==> config.mk <==
export PLATFORM = sky130hd
export DESIGN_NAME = adder_arbiter
export DESIGN_NICKNAME = d
export VERILOG_FILES = /design/src/rtl/adder_arb_pkg.sv /design/src/rtl/adder.sv /design/src/rtl/adder_arbiter.sv
export SDC_FILE = /design/constraint.sdc
export NUM_CORES = 1
export LEC_CHECK = 0
export CAP_MARGIN = 20
export CORE_MARGIN = 2
export CORE_UTILIZATION = 25
export CTS_CLUSTER_SIZE = 10
export DETAILED_ROUTE_END_ITERATION = 12
export PLACE_DENSITY = 0.57
export SLEW_MARGIN = 0
export SYNTH_ARGS = -nofsm -noshare
export SYNTH_HDL_FRONTEND = slang
export SYNTH_SLANG_ARGS = --single-unit
==> constraint.sdc <==
create_clock -name clk -period 12.3 [get_ports clk]
set_clock_uncertainty 0.2 [all_clocks]
set_input_delay 1.845 -clock clk [delete_from_list [all_inputs] [get_ports clk]]
set_output_delay 1.845 -clock clk [all_outputs]
set_load 0.05 [all_outputs]
==> src/rtl/adder_arb_pkg.sv <==
//----------------------------------------------------------------------------
// Module  : adder_arb_pkg
// Brief   : Shared constants, state encoding and helpers for adder_arbiter.
// Revision: 1.0 - initial release
//----------------------------------------------------------------------------
`default_nettype none

package adder_arb_pkg;

  // Default build configuration
  localparam int DEF_NREQ   = 4;
  localparam int DEF_WIDTH  = 16;
  localparam int DEF_SETTLE = 2;

  // Arbiter FSM encoding
  typedef logic [1:0] state_t;
  localparam state_t ST_IDLE   = 2'd0;
  localparam state_t ST_SETTLE = 2'd1;
  localparam state_t ST_RESP   = 2'd2;

  // Width of a requester id; never narrower than one bit
  function automatic int id_width(input int n);
    return (n < 2) ? 1 : $clog2(n);
  endfunction

endpackage

`default_nettype wire

==> src/rtl/adder.sv <==
//----------------------------------------------------------------------------
// Module  : adder
// Brief   : Plain combinational ripple-carry adder shared by adder_arbiter.
// Revision: 1.0 - initial release
//----------------------------------------------------------------------------
`default_nettype none

module adder #(
  parameter int WIDTH = 16
) (
  input  logic [WIDTH-1:0] a,
  input  logic [WIDTH-1:0] b,
  output logic [WIDTH-1:0] sum,
  output logic             c_out
);

  logic [WIDTH:0] carry;

  assign carry[0] = 1'b0;
  assign c_out    = carry[WIDTH];

  // One full-adder cell per bit, carry rippling upward
  for (genvar i = 0; i < WIDTH; i++) begin : g_bit
    assign sum[i]     = a[i] ^ b[i] ^ carry[i];
    assign carry[i+1] = (a[i] & b[i]) | (carry[i] & (a[i] ^ b[i]));
  end

endmodule

`default_nettype wire

==> src/rtl/adder_arbiter.sv <==
//----------------------------------------------------------------------------
// Module  : adder_arbiter
// Brief   : Round-robin sharing of one ripple adder between NREQ requesters.
//           Granted operands are registered into the adder, the block waits
//           SETTLE cycles, then returns the id-tagged result.
//           Optional: ADDER_ARB_SAT_EN makes the sum saturate on carry out.
// Revision: 1.0 - initial release
//----------------------------------------------------------------------------
`default_nettype none

module adder_arbiter
  import adder_arb_pkg::*;
#(
  parameter int NREQ   = DEF_NREQ,
  parameter int WIDTH  = DEF_WIDTH,
  parameter int SETTLE = DEF_SETTLE
) (
  input  logic                         clk,
  input  logic                         rst,
  input  logic [NREQ-1:0]              req_valid,
  output logic [NREQ-1:0]              req_ready,
  input  logic [NREQ*WIDTH-1:0]        req_a,
  input  logic [NREQ*WIDTH-1:0]        req_b,
  output logic                         rsp_valid,
  input  logic                         rsp_ready,
  output logic [id_width(NREQ)-1:0]    rsp_id,
  output logic [WIDTH-1:0]             rsp_sum,
  output logic                         rsp_c_out
);

  localparam int             IDW      = id_width(NREQ);
  localparam int             CW       = $clog2(SETTLE + 1);
  localparam logic [CW-1:0]  CNT_LOAD = CW'(SETTLE);
  localparam logic [CW-1:0]  CNT_ONE  = CW'(1);
  localparam logic [IDW-1:0] LAST_ID  = IDW'(NREQ - 1);

  state_t           state_q, state_d;
  logic [IDW-1:0]   ptr_q, ptr_d;
  logic [IDW-1:0]   id_q, id_d;
  logic [CW-1:0]    cnt_q, cnt_d;
  logic [WIDTH-1:0] a_q, a_d;
  logic [WIDTH-1:0] b_q, b_d;
  logic [WIDTH-1:0] rsp_sum_q, rsp_sum_d;
  logic             rsp_c_out_q, rsp_c_out_d;

  logic [IDW:0]     pick;
  logic             grant;
  logic [IDW-1:0]   gnt_idx;
  logic [WIDTH-1:0] sel_a, sel_b;
  logic [WIDTH-1:0] add_sum;
  logic             add_c_out;
  logic [WIDTH-1:0] res_sum;

  // First valid requester at or after p, wrapping; MSB flags a hit
  function automatic logic [IDW:0] rr_pick(input logic [NREQ-1:0] v,
                                           input logic [IDW-1:0]  p);
    logic [IDW:0]   r;
    logic [IDW-1:0] cand;
    r = '0;
    for (int k = NREQ - 1; k >= 0; k--) begin
      cand = IDW'((int'(p) + k) % NREQ);
      if (v[cand]) r = {1'b1, cand};
    end
    return r;
  endfunction

  // The block is the sole driver of the shared adder's inputs
  adder #(.WIDTH(WIDTH)) u_adder (
    .a     (a_q),
    .b     (b_q),
    .sum   (add_sum),
    .c_out (add_c_out)
  );

  // Round-robin search; a grant is only offered while idle
  always_comb begin
    pick    = rr_pick(req_valid, ptr_q);
    gnt_idx = pick[IDW-1:0];
    grant   = (state_q == ST_IDLE) && pick[IDW];
  end

  // One-hot ready and operand mux for the winning requester
  always_comb begin
    req_ready = '0;
    sel_a     = '0;
    sel_b     = '0;
    for (int i = 0; i < NREQ; i++) begin
      if (gnt_idx == IDW'(i)) begin
        sel_a = req_a[i*WIDTH +: WIDTH];
        sel_b = req_b[i*WIDTH +: WIDTH];
      end
      req_ready[i] = grant && (gnt_idx == IDW'(i));
    end
  end

  // Result shaping: wrap by default, clamp to all-ones when saturating
  always_comb begin
`ifdef ADDER_ARB_SAT_EN
    res_sum = add_c_out ? '1 : add_sum;
`else
    res_sum = add_sum;
`endif
  end

  // FSM next-state and datapath register updates
  always_comb begin
    state_d     = state_q;
    ptr_d       = ptr_q;
    id_d        = id_q;
    cnt_d       = cnt_q;
    a_d         = a_q;
    b_d         = b_q;
    rsp_sum_d   = rsp_sum_q;
    rsp_c_out_d = rsp_c_out_q;
    case (state_q)
      ST_IDLE: begin
        if (grant) begin
          a_d     = sel_a;
          b_d     = sel_b;
          id_d    = gnt_idx;
          cnt_d   = CNT_LOAD;
          state_d = ST_SETTLE;
        end
      end
      ST_SETTLE: begin
        // Operands have been stable for SETTLE cycles once the count hits 1
        if (cnt_q == CNT_ONE) begin
          rsp_sum_d   = res_sum;
          rsp_c_out_d = add_c_out;
          state_d     = ST_RESP;
        end else begin
          cnt_d = cnt_q - CNT_ONE;
        end
      end
      ST_RESP: begin
        if (rsp_ready) begin
          ptr_d   = (id_q == LAST_ID) ? '0 : id_q + IDW'(1);
          state_d = ST_IDLE;
        end
      end
      default: state_d = ST_IDLE;
    endcase
  end

  // State and datapath registers with synchronous reset
  always_ff @(posedge clk) begin
    if (rst) begin
      state_q     <= ST_IDLE;
      ptr_q       <= '0;
      id_q        <= '0;
      cnt_q       <= '0;
      a_q         <= '0;
      b_q         <= '0;
      rsp_sum_q   <= '0;
      rsp_c_out_q <= 1'b0;
    end else begin
      state_q     <= state_d;
      ptr_q       <= ptr_d;
      id_q        <= id_d;
      cnt_q       <= cnt_d;
      a_q         <= a_d;
      b_q         <= b_d;
      rsp_sum_q   <= rsp_sum_d;
      rsp_c_out_q <= rsp_c_out_d;
    end
  end

  // Response channel outputs
  always_comb begin
    rsp_valid = (state_q == ST_RESP);
    rsp_id    = id_q;
    rsp_sum   = rsp_sum_q;
    rsp_c_out = rsp_c_out_q;
  end

endmodule

`default_nettype wire

; ---- After elaboration in Yosys (flattened, before gate mapping)
; Cells that the tools add are included.
[word_totals]
regBits = 57
in_bits = 135
output_inout_bits = 24
wordCells = 146
[op_classes]
addsub = 5
order_cmp = 4
n_eq_ne = 11
muxes = 28
bitwise_logic = 77
reduce_logical = 13
[ops]
columns = operator, count
row1 = $mux W16, 8
row2 = $and A1 B1 Y1, 31
row3 = $xor A1 B1 Y1, 31
row4 = $or A1 B1 Y1, 15
row5 = $lt A2 B3 Y1 const B, 4
row6 = $mux W2, 6
row7 = $mux W3, 4
row8 = $bmux W1 S2, 4
row9 = $eq A2 B2 Y1 const B, 4
row10 = $eq A2 B1 Y1 const B, 3
row11 = $ne A2 B2 Y1 const B, 3
row12 = $pmux W2 S3, 1
row13 = $reduce_and A2 Y1, 3
row14 = $reduce_and A3 Y1, 2
row15 = $logic_and A1 B1 Y1, 5
row16 = $add A2 B1 Y2 const B, 2
row17 = $add A2 B2 Y2 const B, 2
row18 = $logic_not A2 Y1, 2
row19 = $mux W1, 4
row20 = $pmux W2 S2, 1
row21 = $ne A2 B1 Y1 const B, 1
row22 = $reduce_bool A2 Y1, 1
row23 = $sub A2 B1 Y2 const B, 1

; ---- Logic depth before layout (Yosys ltp)
; Gate-level depths: netlist of the first run.
[logic_depth]
ltp_word = 31
mapped_depth = 20
depth_no_buf = 20

; ---- Modules after synthesis
; From an unflattened synthesis of the first run, not the netlist that was laid out.
[unflattened]
hier_cells = 380
hier_area_um2 = 3438.3
[by_module_without_submodules]
columns = mod, n_inst, cells_per_inst, area_each_um2, seq_area_each_um2
row1 = adder_arbiter, 1, 354, 3088.0, 1141.1
row2 = adder, 1, 26, 350.3, 0.0

; ---- Worst setup path after synthesis of the first run
; OpenSTA, ideal clock, no wires.
[synth_path]
kind = reg-to-reg
startpoint = register a_q[0]
endpoint = register rsp_sum_q[15] (netlist: rsp_sum[15])
setup_time_ps = 86
arrival_ps = 6252
required_time_ps = 12014
path_slack_ps = 5763
stages_incl_launch_ff = 21
path_buffers = 0
period_less_slack_ps = 6537
cell_sequence = dfxtp_1 -> ha_1 -> inv_1 -> fa_1 -> inv_1 -> fa_1 -> fa_1 -> fa_1 -> fa_1 -> fa_1 -> fa_1 -> fa_1 -> fa_1 -> fa_1 -> fa_1 -> fa_1 -> fa_1 -> fa_1 -> inv_1 -> fa_1 -> a211oi_1
[synth_between]
elab_chain_cells = 30
[synth_rtl]
columns = item, line
row1 = from (decl), adder_arbiter.sv:41  ; logic [WIDTH-1:0] a_q, a_d;
row2 = from (signal assigned), adder_arbiter.sv:152  ; a_q <= '0;
row3 = from (signal assigned), adder_arbiter.sv:161  ; a_q <= a_d;
row4 = $and A1 B1 Y1 (2 in a row), adder.sv:25  ; assign carry[i+1] = (a[i] & b[i]) | (carry[i] & (a[i] ^ b[i]));
row5 = $or A1 B1 Y1, adder.sv:25
row6 = $and A1 B1 Y1, adder.sv:25
row7 = $or A1 B1 Y1, adder.sv:25
row8 = $and A1 B1 Y1, adder.sv:25
row9 = $or A1 B1 Y1, adder.sv:25
row10 = $and A1 B1 Y1, adder.sv:25
row11 = $or A1 B1 Y1, adder.sv:25
row12 = [... 13 more ...], n/a
row13 = $or A1 B1 Y1, adder.sv:25
row14 = $and A1 B1 Y1, adder.sv:25
row15 = $or A1 B1 Y1, adder.sv:25
row16 = $and A1 B1 Y1, adder.sv:25
row17 = $or A1 B1 Y1, adder.sv:25
row18 = $and A1 B1 Y1, adder.sv:25
row19 = $or A1 B1 Y1, adder.sv:25
row20 = $xor A1 B1 Y1, adder.sv:24  ; assign sum[i] = a[i] ^ b[i] ^ carry[i];
row21 = to (signal assigned), adder_arbiter.sv:163  ; rsp_sum_q <= rsp_sum_d;
row22 = to (decl), adder_arbiter.sv:43  ; logic [WIDTH-1:0] rsp_sum_q, rsp_sum_d;
; No other way between the ends.
; A chain may end at the register's enable or synchronous reset.

; ---- Final worst setup path of the first run
[layout_path]
startpoint = input req_valid[2]
endpoint = output req_ready[2]
[layout_between]
elab_chain_cells = 8
elab_cells_between_ends = 15
cone_classes = eq/ne: 1 / mux: 12 / reduce/logical: 2
[layout_rtl]
columns = item, line
row1 = from (decl), adder_arbiter.sv:20  ; input logic [NREQ-1:0] req_valid,
row2 = $bmux W1 S2, adder_arbiter.sv:62  ; if (v[cand]) r = {1'b1, cand};
row3 = $mux W1 (not written as such), adder_arbiter.sv:62
row4 = $mux W3 (3 in a row), adder_arbiter.sv:62
row5 = $mux W3 *, adder_arbiter.sv:62
row6 = $eq A2 B2 Y1 or $logic_and A1 B1 Y1 (tied branches), "adder_arbiter.sv:92, adder_arbiter.sv:79"
row7 = $logic_and A1 B1 Y1 *, adder_arbiter.sv:92  ; req_ready[i] = grant && (gnt_idx == IDW'(i));
row8 = to (decl), adder_arbiter.sv:21  ; output logic [NREQ-1:0] req_ready,
; Mark *: on every way between the ends. The rest lies on a longest branch, timed or not. The select of a mux whose other input is x is not followed.

==> results of run 1 <==
## cell usage in the layout, fill, tap and decap left out, drive strengths merged, types with 11 or more instances in the layout
cell type,Yosys,layout
and3,11,11
clkbuf,26,11
inv,19,19
nand2,40,40
nor2,24,24
nand3,25,25
a21oi,55,55
dfxtp,57,57
nand2b,11,11
a211oi,15,15
clkdlybuf4s50,0,158
fa,15,15
o21ai,48,48
a21o,20,20
a221oi,20,20
## cell type report
cell class	count	area share, %
Timing Repair Buffer	163	28.28
Multi-Input combinational cell	352	40.74
Tap cell	184	4.022
Sequential cell	57	19.93
Inverter	19	1.246
Clock buffer	11	4.415
Clock inverter	5	1.355
## flip-flops by register name, summed over array words and instances, names as in the netlist
signal / count
rsp_c_out: 1
state_q: 2
rsp_sum: 16
ptr_q: 2
a_q: 16
rsp_id: 2
cnt_q: 2
b_q: 16
## path summary, 6_finish.rpt
| check | endpoint | cells past startpoint |
|---|---|---|
| setup / recovery | req_ready[2] | 6 |
| hold / removal | rsp_sum[6]$_SDFFE_PP0P_ | 2 |
| setup reg to reg | rsp_sum[15]$_SDFFE_PP0P_ | 20 |
| hold reg to reg | rsp_sum[6]$_SDFFE_PP0P_ | 2 |
## kinds of logic (layout without fill, tap and decap cells)
group	after synthesis	after routing	share of synthesized area, %
AND/OR/NAND/NOR	146	146	20.54
adder cells (fa/ha/maj)	18	18	9.076
AO/OA/AOI/OAI	188	188	32.67
flip-flops	57	57	30.66
buffers and inverters	62	198	7.059
## per-stage QoR
step / util (%) / instances / setup slack (ns)
floorplan: - / 471 / 5.763
global placement: 37.06 / 774 / 5.047
detailed placement: 37.06 / 774 / 4.899
CTS: 39.33 / 790 / 4.873
global route: 39.39 / 791 / 4.602
finish: 39.39 / 791 / 4.825
## worst max-delay path: cells and delay by family
| family | cells | cell delay (ns) |
|---|---|---|
| AO/OA/AOI/OAI | 1 | 0.60 |
| buffers and inverters | 2 | 1.40 |
| AND/OR/NAND/NOR | 3 | 1.57 |
## per-layer routing
layer / global-route usage [%] / vias up
li1: - / 1997
met5: 0 / -
met2: 31.28 / 145
met4: 4.525 / 0
met3: 3.356 / 17
met1: 22.70 / 1963
## report_power, final
part           switching (W)  internal [W]  total [W]
clock network      0.0000874      0.000187   0.000275
logic              0.0000914     0.0000848   0.000176
registers          0.0000148      0.000202   0.000217
==> flow_summary.toml, run 1 <==
[outcome]
outcome = "complete, no violations"

[timing]
hold_ws_ns = 0.2499
max_slew_margin_pct = 33.78
hold_viol = 0
period_share_pct = 60.78
setup_tns_ns = 0
max_freq_mhz = 133.8
finalMaxSlewViolations = 0
tightestPinTransition_ns = 0.9913
rsz0062_at_grt = "no"
setup-violations-final = 0
period_needed_ns = 7.475

[floorplanning]
die_y_um = 126.0
start_util_pct = 25.61
core_sq_um = 14530
die_area_sq_um = 15880
rows = 44
boundaryPins = 159
die_w_um = 126.0

[synth]
synthTopCellsByArea = "dfxtp_1 (31%), fa_1 (8.1%), a21oi_1 (7.4%), o21ai_0 (6.3%), a221oi_1 (4.7%)"
synthArstFlopShare_pct = 0
syn-mean-instance-area_sq_um = 7.903
synth-seq-area-share_pct = 30.66
synth_edf_count = 0
ys_types = 45
yosysMostFrequentCell = "dfxtp_1"
yosys.area.top_type = "dfxtp_1"
syn_nets = 624
ys_ff_latch = 57
netlist_area_sq_um = 3722
netlist_instances = 471
synth_top_area_share_pct = 30.66
synth_warnings = 0
synthFlopType = "dfxtp_1"
yosys-top-cells-count = "dfxtp_1 (57), a21oi_1 (55), o21ai_0 (47)"

[drt]
drc = 0
topRoutingLayerUsed = "met4"
dr.pass1.iters = 5
wl_met1_mm = 6.469
via_per_inst = 5.211
finalWirelength_mm = 14.75
wire_per_inst_um = 18.64
route.met2.wl_mm = 7.290
vias = 4122
drtAntennaViolNets = 0
wl_met3_um = 768
drt_iter0_drc = 331

[power]
power_w = 0.0006682
p_per_area_nw_per_um2 = 116.7
vdd_drop_max_mv = 0.06631
leakage_nw = 2.115

[clocking]
post_cts_resized = 0
clkSinkCount = 57
cts.path.max_buffers = 2
post_cts_buffers = 0
cts_hold_buf = 0
numCtsBuffers = 9
htreeDepth = 3
cts_root_buf = "clkbuf_16"
clkLatencyLatePin_ns = 0.32
cts.clk_slew.worst_paths_ns = 0.05
cts_tree = "built"

[global_routing]
grt_usage_pct = 17.89
grt_max_degree = 35
first_global_vias = 4153
antenna_found_initial = 0
overflow = 0
grt_pass1_wl_mm = 22.28

[hold_path]
hold_start = "rsp_sum[6]$_SDFFE_PP0P_"
worstHoldPathType = "reg -> reg"

[place]
place_area_sq_um = 5386
place_congestion = 0.8149
port_buffers = 158
post-dp-hpwl_mm = 11.52

[setup_path]
cp-start-kind = "primary input"
critical_path.reg2reg.startpoint = "a_q[0]$_SDFFE_PP0P_"
r2r_setup_slack_ns = 5.44
crit_chain = "clkdlybuf4s50_1 > nor2b_1 > a211o_1 > nand2_1 > nor3_1 > clkdlybuf4s50_1"
worstPathRequired_ns = 10.26
cp.arrival_ns = 5.43
cp_common_cell = "clkdlybuf4s50_1"
crit_start = "req_valid[2]"
cpPeakStageDelay_ns = 0.85
path_class = "in -> out"
cp_max_fo = 20
end_kind = "primary output"
cp_slowest_cell = "clkdlybuf4s50_1"

[finish]
regArea_sq_um = 1141
nets = 755
n_antenna_cell = 0
fillers = 1508
syn_to_final_growth_pct = 53.78
layout-drive-gt1-share_pct = 5.766
multi_input_area_sq_um = 2332
design_area_sq_um = 5724

[flow_run]
drv_cap = 0
Power figures use the tool's default switching activity.
==> run 2, diff against run 1 <==
--- a/config.mk
+++ b/config.mk
@@ -10,7 +10,7 @@
 export CORE_UTILIZATION = 25
 export CTS_CLUSTER_SIZE = 10
 export DETAILED_ROUTE_END_ITERATION = 12
-export PLACE_DENSITY = 0.57
+export PLACE_DENSITY = 0.59
 export SLEW_MARGIN = 0
 export SYNTH_ARGS = -nofsm -noshare
 export SYNTH_HDL_FRONTEND = slang
==> constraint.sdc (replaced) <==
create_clock -name clk -period 6.85 [get_ports clk]
set_clock_uncertainty 0.2 [all_clocks]
set_input_delay 1.0275 -clock clk [delete_from_list [all_inputs] [get_ports clk]]
set_output_delay 1.0275 -clock clk [all_outputs]
set_load 0.05 [all_outputs]
==> run 2 against run 1 <==
Sequential share of layout area is 0.15 points lower. Critical path depth rose by 14. Largest cell class unchanged. Combinational power rose by 78%. Clock-buffer cell count rose by 2. Clock power grew 79%. Hold slack improved by 0.0027 ns. Largest power group unchanged. Die area stayed put. First-iteration DRC count shrank 24%. Highest routed layer unchanged. Routed wire length is 2.5% lower. Final cell count grew 0.38%.
==> flow_summary.toml, run 2 (synthesis results as in run 1) <==
[hold_path]
hold_path_depth = 2
worstHoldPathType = "reg -> reg"
hold_start = "rsp_sum[5]$_SDFFE_PP0P_"
min_to = "rsp_sum[5]$_SDFFE_PP0P_"

[place]
place_congestion = 0.8460
post-dp-hpwl_mm = 11.28
port_buffers = 158
place_area_sq_um = 5424

[timing]
hold_viol = 0
tightestPinTransition_ns = 0.9604
max_slew_margin_pct = 35.98
period_needed_ns = 6.691
period_share_pct = 97.68
finalMaxSlewViolations = 0
max_freq_mhz = 149.5
setup_tns_ns = 0
setup-violations-final = 0

[clocking]
htreeDepth = 3
cts.clk_slew.worst_paths_ns = 0.05
cts_root_buf = "clkbuf_16"
clkLatencyLatePin_ns = 0.32
cts_hold_buf = 0
clkSinkCount = 57
numCtsBuffers = 9
cts.path.max_buffers = 2
cts_tree = "built"

[setup_path]
rr_endpoint = "rsp_sum[15]$_SDFFE_PP0P_"
ff2ff_path_depth = 20
worstPathRequired_ns = 6.88
r2r_setup_slack_ns = 0.16
crit_family = "adder cells"
cp_common_cell = "fa_1"
crit_chain = "ha_1 > inv_1 > fa_1 > inv_1 > fa_1 > fa_1 > fa_2 > fa_1 > fa_1 > fa_2 > fa_1 > fa_1 > fa_1 > fa_2 > fa_1 > fa_1 > fa_1 > inv_1 > fa_1 > a211oi_2"
cp_slowest_cell = "fa_1"
path_class = "reg -> reg"
crit_buf_inv = 3
cpPeakStageDelay_ns = 0.44
cp-start-kind = "register"
end_kind = "register"
critical_path.reg2reg.startpoint = "a_q[0]$_SDFFE_PP0P_"
cp.arrival_ns = 6.72
cp_max_fo = 2

[global_routing]
grt_max_degree = 35
overflow = 0
first_global_vias = 4222
grt_pass1_wl_mm = 22.31
antenna_found_initial = 0
grt_usage_pct = 17.85

[floorplanning]
die_w_um = 126.0
rows = 44
boundaryPins = 159
core_sq_um = 14530
die_y_um = 126.0
die_area_sq_um = 15880
start_util_pct = 25.61

[flow_run]
drv_cap = 0

[power]
vdd_drop_max_mv = 0.1776
p_seq_share_pct = 32.6
leakage_nw = 2.131
p_clk_share_pct = 41.2
switching_power_w = 0.0003333
p_per_area_nw_per_um2 = 207.3
p_int_w = 0.0008622
p_comb_share_pct = 26.2
switching_share_pct = 27.88

[drt]
via_per_inst = 5.218
drtAntennaViolNets = 0
dr.pass1.iters = 5
drt_iter0_drc = 250
wire_per_inst_um = 18.10
finalWirelength_mm = 14.38
drc = 0
vias = 4143

[finish]
design_area_sq_um = 5767
n_antenna_cell = 0
final_util_pct = 39.68
layout-drive-gt1-share_pct = 6.721
final_common_cell = "clkdlybuf4s50_1"
final_cell_mix = "clkdlybuf4s50_1 (158), dfxtp_1 (57), a21oi_1 (55), o21ai_0 (47), nand2_1 (39)"
syn_to_final_growth_pct = 54.92
nets = 759

[outcome]
outcome = "complete, no violations"
[run 2: cell count changes in the layout (fill, tap and decap cells not counted), sizes merged]
cell,change
clkinvlp,-1
clkinv,-2
buf,+4
clkbuf,+2
[run 2: stage by stage]
stage | std cells | hold WS [ns] | worst slack (ns) | total power, W
floorplan | 471 | 0.2420 | 0.3129 | 0.0005573
global placement | 779 | 0.2473 | 0.1523 | 0.0007015
detailed placement | 779 | 0.2496 | 0.04580 | 0.0007056
CTS | 794 | 0.2567 | 0.03272 | 0.001199
global route | 794 | 0.2792 | -0.01112 | 0.001249
finish | 794 | 0.2526 | 0.1591 | 0.001195
[run 2: worst min-delay path, stage by stage, from the launching register on]
cell	delay [ns]
dfxtp_1	0.30
nand2_1	0.05
a21oi_1	0.05
[run 2: layout make-up]
| type | instances | area, sq um |
|---|---|---|
| repair buffers | 167 | 1649 |
| fillers | 1490 | 8767 |
| multi-input cells | 352 | 2345 |
| clock buffers | 13 | 270.3 |
| clock inverters | 2 | 60.06 |
| well taps | 184 | 230.2 |
| inverters | 19 | 71.32 |
| flip-flops and latches | 57 | 1141 |
[run 2: how the worst max path moves through the flow]
| stage | end | cells past startpoint | from | slack [ns] |
|---|---|---|---|---|
| finish | rsp_sum[15]$_SDFFE_PP0P_ | 20 | a_q[0]$_SDFFE_PP0P_ | 0.16 |
| global route | rsp_sum[15]$_SDFFE_PP0P_ | 20 | a_q[0]$_SDFFE_PP0P_ | -0.01 |
| CTS | rsp_sum[15]$_SDFFE_PP0P_ | 20 | a_q[0]$_SDFFE_PP0P_ | 0.03 |
| detailed placement | rsp_sum[15]$_SDFFE_PP0P_ | 20 | a_q[0]$_SDFFE_PP0P_ | 0.05 |
| global placement | rsp_sum[15]$_SDFFE_PP0P_ | 20 | a_q[0]$_SDFFE_PP0P_ | 0.15 |
| floorplan | rsp_sum[15]$_SDFFE_PP0P_ | 20 | a_q[0]$_SDFFE_PP0P_ | 0.31 |
[run 2: repair_timing]
action / in CTS / in global routing
endpoints found under the hold margin: 0 / 0
endpoints found under the setup margin: 0 / 1
buffers inserted: 0 / 0
gates resized for setup: 0 / 4
[run 2: metal layers]
layer / part of all wire (%) / up-vias / global-route usage (%) / routed length, um
li1: - / 1997 / - / -
met1: 42 / 1977 / 21.84 / 6095
met2: 49 / 146 / 30.87 / 7048
met3: 6.2 / 23 / 4.163 / 885
met4: 2.4 / 0 / 6.012 / 347
met5: 0 / - / 0 / 0
[run 2: power by group through the flow]
stage	Combinational, W	Clock [W]	Sequential (W)
finish	0.000313	0.000492	0.000390
global route	0.000342	0.000514	0.000393
CTS	0.000312	0.000498	0.000390
detailed placement	0.000310	0	0.000396
global placement	0.000307	0	0.000395
floorplan	0.000156	0	0.000401
